$ cat src/rtl/texture_arbiter.sv
// Round-robin arbiter sharing one synchronous texture ROM between two texel fetchers.
// Each accepted request returns its texel to the owning channel exactly three edges later.
module texture_arbiter #(
    parameter int TEX_BITS  = 4,
    parameter int IDX_BITS  = 5,
    parameter int DATA_BITS = 4
) (
    input  logic                 clk,
    input  logic                 reset,
    input  logic                 en,

    input  logic                 req0_valid,
    output logic                 req0_ready,
    input  logic [TEX_BITS-1:0]  req0_texture,
    input  logic [IDX_BITS-1:0]  req0_y,
    input  logic [IDX_BITS-1:0]  req0_x,
    output logic                 rsp0_valid,
    output logic [DATA_BITS-1:0] rsp0_data,

    input  logic                 req1_valid,
    output logic                 req1_ready,
    input  logic [TEX_BITS-1:0]  req1_texture,
    input  logic [IDX_BITS-1:0]  req1_y,
    input  logic [IDX_BITS-1:0]  req1_x,
    output logic                 rsp1_valid,
    output logic [DATA_BITS-1:0] rsp1_data,

    output logic [TEX_BITS-1:0]  rom_texture,
    output logic [IDX_BITS-1:0]  rom_y_idx,
    output logic [IDX_BITS-1:0]  rom_x_idx,
    input  logic [DATA_BITS-1:0] rom_val
);

    logic                 last_grant;   // 1 = channel 1 was granted most recently
    logic                 grant0;
    logic                 grant1;
    logic                 s1_busy;
    logic                 s1_id;
    logic                 s2_busy;
    logic                 s2_id;
    logic [DATA_BITS-1:0] rsp_data;

    always_comb begin
        grant0 = 1'b0;
        grant1 = 1'b0;
        if (!reset && en) begin
            if (req0_valid && req1_valid) begin
                grant0 = last_grant;
                grant1 = ~last_grant;
            end else begin
                grant0 = req0_valid;
                grant1 = req1_valid;
            end
        end
    end

    assign req0_ready = grant0;
    assign req1_ready = grant1;

    always_ff @(posedge clk or posedge reset) begin
        if (reset) begin
            last_grant  <= 1'b1;
            rom_texture <= '0;
            rom_y_idx   <= '0;
            rom_x_idx   <= '0;
            s1_busy     <= 1'b0;
            s1_id       <= 1'b0;
            s2_busy     <= 1'b0;
            s2_id       <= 1'b0;
            rsp_data    <= '0;
            rsp0_valid  <= 1'b0;
            rsp1_valid  <= 1'b0;
        end else begin
            if (grant0) begin
                rom_texture <= req0_texture;
                rom_y_idx   <= req0_y;
                rom_x_idx   <= req0_x;
                last_grant  <= 1'b0;
            end else if (grant1) begin
                rom_texture <= req1_texture;
                rom_y_idx   <= req1_y;
                rom_x_idx   <= req1_x;
                last_grant  <= 1'b1;
            end
            // Tag stage 2 lines up with the ROM data registered from the stage-1 address.
            s1_busy <= grant0 | grant1;
            s1_id   <= grant1;
            s2_busy <= s1_busy;
            s2_id   <= s1_id;
            if (s2_busy) begin
                rsp_data <= rom_val;
            end
            rsp0_valid <= s2_busy & ~s2_id;
            rsp1_valid <= s2_busy & s2_id;
        end
    end

    assign rsp0_data = rsp_data;
    assign rsp1_data = rsp_data;

endmodule

$ cat config.mk
export PLATFORM = sky130hd
export DESIGN_NAME = texture_arbiter
export DESIGN_NICKNAME = d
export VERILOG_FILES = /design/src/rtl/texture_arbiter.sv
export SDC_FILE = /design/constraint.sdc
export NUM_CORES = 1
export LEC_CHECK = 0
export ABC_AREA = 0
export CELL_PAD_IN_SITES_DETAIL_PLACEMENT = 1
export CELL_PAD_IN_SITES_GLOBAL_PLACEMENT = 2
export CORE_MARGIN = 4
export CORE_UTILIZATION = 24
export DETAILED_ROUTE_END_ITERATION = 8
export PLACE_DENSITY_LB_ADDON = 0.05
export SLEW_MARGIN = 20
export SYNTH_ARGS = -nofsm -noshare
export SYNTH_HDL_FRONTEND = slang
export SYNTH_SLANG_ARGS = --single-unit
$ cat constraint.sdc
create_clock -name clk -period 3.5 [get_ports clk]
set_input_delay 0.875 -clock clk [delete_from_list [all_inputs] [get_ports clk]]
set_output_delay 0.875 -clock clk [all_outputs]
set_load 0.005 [all_outputs]
# After elaboration in Yosys (flattened, before gate mapping)
# Cells that the tools add are included.
[op_classes] muxes=12 bitwise=5 n_reduce_logical=4
[ops] cell="2-to-1 mux 5 bit" count=4
[ops] cell="2-to-1 mux 4 bit" count=2
[ops] cell="2-to-1 mux 1 bit" count=6
[ops] cell="AND 1 bit" count=2
[ops] cell="logical AND 1 bit" count=2
[ops] cell="NOT 1 bit" count=2
[ops] cell="nonzero test 2 bit" count=1
[ops] cell="zero test 1 bit" count=1
[ops] cell="bitwise OR 1 bit" count=1
[totals] reg_bits=25 inputBits=37 wordCells=32

# Logic depth before layout (Yosys ltp)
[logic_depth] ltp_word=5 mapped_depth=5

# Worst setup path after synthesis
# No wires, ideal clock.
[synth_path] kind="in2out" startpoint="input reset" endpoint="output req1_ready" t_arrival_ns=1.795 slack_ns=0.830 stages=3 n_path_buf=0 path_cell_list="inv_1 -> nand3_1 -> a21oi_1"
[synth_between] elab_chain_len=3
[synth_rtl] element="from (decl)" line_no="9" text="input logic reset,"
[synth_rtl] element="zero test 1 bit (no line)"
[synth_rtl] element="logical AND 1 bit" line_no="46" text="if (!reset && en) begin"
[synth_rtl] element="2-to-1 mux 1 bit" line_no="46"
[synth_rtl] element="to (decl)" line_no="21" text="output logic req1_ready,"
# No other way between the ends.

# Worst setup path after layout
[layout_path] startpoint="input en" endpoint="output req0_ready"
[layout_between] elab_chain_len=2
[layout_rtl] element="from (decl)" line_no="10" text="input logic en,"
[layout_rtl] element="logical AND 1 bit" line_no="46"
[layout_rtl] element="2-to-1 mux 1 bit" line_no="46"
[layout_rtl] element="to (decl)" line_no="13" text="output logic req0_ready,"
# No other way between the ends.

==> results <==
[routing by layer]
layer,vias up,GRT usage,wire (um)
li1,499,-,-
met1,533,0.1513,1575
met2,36,0.2362,2057
met3,2,0.02596,183
met4,0,0.03608,15
met5,-,0,0
[stage by stage]
| step | utilization | hold slack (ps) |
|---|---|---|
| floorplan | - | 331.2 |
| global placement | 0.3876 | 334.9 |
| detailed placement | 0.3876 | 341.8 |
| CTS | 0.3969 | 363.8 |
| global route | 0.3974 | 376.9 |
| finish | 0.3974 | 370.3 |
[final timing paths]
path,to,depth (start not counted)
worst min register to register,s2_busy$_DFF_PP0_,0
max in group asynchronous,last_grant$_DFFE_PP1P_,3
worst max-delay path,req0_ready,4
worst min-delay path,s2_busy$_DFF_PP0_,0
worst max register to register,rom_x_idx[1]$_DFFE_PP0P_,4
min in group asynchronous,s1_id$_DFF_PP0_,3
[report_power, final]
part	leakage, uW	switching [uW]	internal [uW]	total (uW)
Clock	0.0000228	93.0	81.4	174
Combinational	0.000465	85.9	160	245
Sequential	0.000307	23.6	333	357
[registers in the layout, indices dropped and copies added, names as in the netlist]
name / cells
last_grant: 1
rom_texture: 4
rom_x_idx: 5
rom_y_idx: 5
rsp0_data: 4
rsp0_valid: 1
rsp1_valid: 1
s1_busy: 1
s1_id: 1
s2_busy: 1
s2_id: 1
[kinds of logic (layout without fill, tap and decap cells)]
| family | after synthesis | after routing | share of synthesized area |
|---|---|---|---|
| and+or+nand+nor | 23 | 23 | 0.1124 |
| DFF | 25 | 25 | 0.5118 |
| AOI/OAI and AO/OA | 29 | 29 | 0.2166 |
| buffers and inverters | 27 | 86 | 0.1144 |
| muxes | 5 | 5 | 0.04494 |
[placed cells by master, fill, tap and decap left out, types with 3 or more instances in the layout]
cell,n
buf_4,4
clkbuf_8,3
clkdlybuf4s50_1,62
dfrtp_1,24
inv_1,16
mux2_2,4
nand3_1,15
o21ai_0,14
o311ai_0,3
o311ai_2,9
[final cells by class]
class                           instances  area [sq um]
Multi-Input combinational cell         57         460.4
Inverter                               16         60.06
Timing Repair Buffer                   66         650.6
Fill cell                             545          2922
Clock buffer                            4         45.04
Tap cell                               67         83.83
Sequential cell                        25         626.9
==> flow_summary_export.csv <==
group,metric,value,unit
status,status,"completed",
clocking,cts_buffers,3,
sta,slew_violations,0,
global_routing,grt_pass1_wl,6.223,mm
setup_path,worst_path_dominant_cell_family,"buffers and inverters",
synthesis,syn_area,1225,sq um
clocking,cts_setup_buffers,0,
synthesis,synthFlopType,"dfrtp_1",
routing,wl,3.832,mm
die,die_area,6311,sq um
routing,dr.pass1.iters,3,
setup_path,start_kind,"input port",
pwr,p_per_area,403.2,nW/um^2
pwr,finalPower,776.9,uW
sta,min_period,3161,ps
sta,setup_tns,0,ps
clocking,hold_buffers,0,
clocking,cts_tree,"yes",
global_routing,antenna_found_initial,0,
layout,antenna_cells,0,
setup_path,max_stage_delay,540,ps
placement,port_buffers,62,
run,maxCapViolCount,0,
synthesis,synthArstFlopShare,1.000,
setup_path,path_common_cell,"clkdlybuf4s50_1",
layout,final_nets,206,
hold_path,hold_path.class,"reg2reg",
synthesis,synth_seq_cells,25,
die,die_h,79.44,um
die,initial_utilization,0.2526,
setup_path,slowest_stage,"clkdlybuf4s50_1",
clocking,cts_sinks,25,
sta,finalCritPeriodShare,0.9032,
setup_path,path_max_fanout,3,
sta,final_hold_viol_count,0,
synthesis,yosysSeqAreaShare,0.5117,
placement,placed_cell_area,1879,sq um
routing,drtIter0Drc,29,
sta,fin_ws,338.7,ps
sta,clock_skew,2.877,ps
clocking,clk_pin_slew,90,ps
layout,area_delta_synth_final,57.30,%
sta,rsz0062_at_grt,"false",
global_routing,grt_util_all_layers,0.1291,
clocking,cts_root_buffer,"clkbuf_8",
die,rows,25,
hold_path,worstHoldStart,"s1_busy$_DFF_PP0_",
pwr,max-vdd-ir-drop,0.0001452,V
placement,hpwl,2.777,mm
clocking,htree_levels,1,
placement,pre_cts_ws,317.7,ps
synthesis,synth_edf_count,0,
synthesis,syn_nets,146,
clocking,clk_latency,270,ps
layout,drive_gt1_frac,0.1488,
setup_path,endpoint_kind,"output port",
clocking,cts.path.max_buffers,2,
synthesis,syn_inst,109,
routing,viasPerCell,4.553,
routing,wl_per_cell,16.31,um
synthesis,synth.most_common_cell,"dfrtp_1",
die,io_pins,63,
sta,worst_slew_pin_slew,650.0,ps
routing,antenna_left,0,
synthesis,synth_area_leaders,"dfrtp_1 (49%), o311ai_2 (12%), nand3_1 (6.1%)",
layout,final_cells,235,
global_routing,grt_pass1_vias,1241,
setup_path,worst-path-buf-inv,2,
setup_path,critPathRequiredTime,2620,ps
setup_path,r2r_start,"last_grant$_DFFE_PP1P_",
placement,dp_cells,231,
sta,finalSetupViolCount,0,
global_routing,grt_max_degree,26,
routing,route.detailed.drc,0,
synthesis,ys_warn_count,0,
setup_path,crit_chain,"clkdlybuf4s50_1 > and3b_1 > and2_4 > clkdlybuf4s50_1",
synthesis,synth_top_area_frac,0.4903,
setup_path,cp-startpoint,"en",
pwr,power.leakage,0.0007950,uW
placement,gp_congestion,0.6942,
global_routing,overflow,0,
die,core,4848,sq um
synthesis,synth_area_leader_cell,"dfrtp_1",
sta,slew-limit-headroom,0.5662,
synthesis,avgSynthCellArea,11.24,sq um
setup_path,reg2reg_slack,2120,ps
sta,max_freq,316.3,MHz
clocking,cts_resized,0,
setup_path,critPathKind,"in2out",
layout,final_area,1927,sq um
synthesis,ys_top_cells_by_count,"dfrtp_1 (24), inv_1 (16), nand3_1 (15), o21ai_0 (14), o311ai_2 (9)",
synthesis,synthDistinctLibCells,23,
setup_path,cp.arrival,2290,ps
routing,vias,1070,
die,die-width,79.44,um
Power figures use the tool's default switching activity.
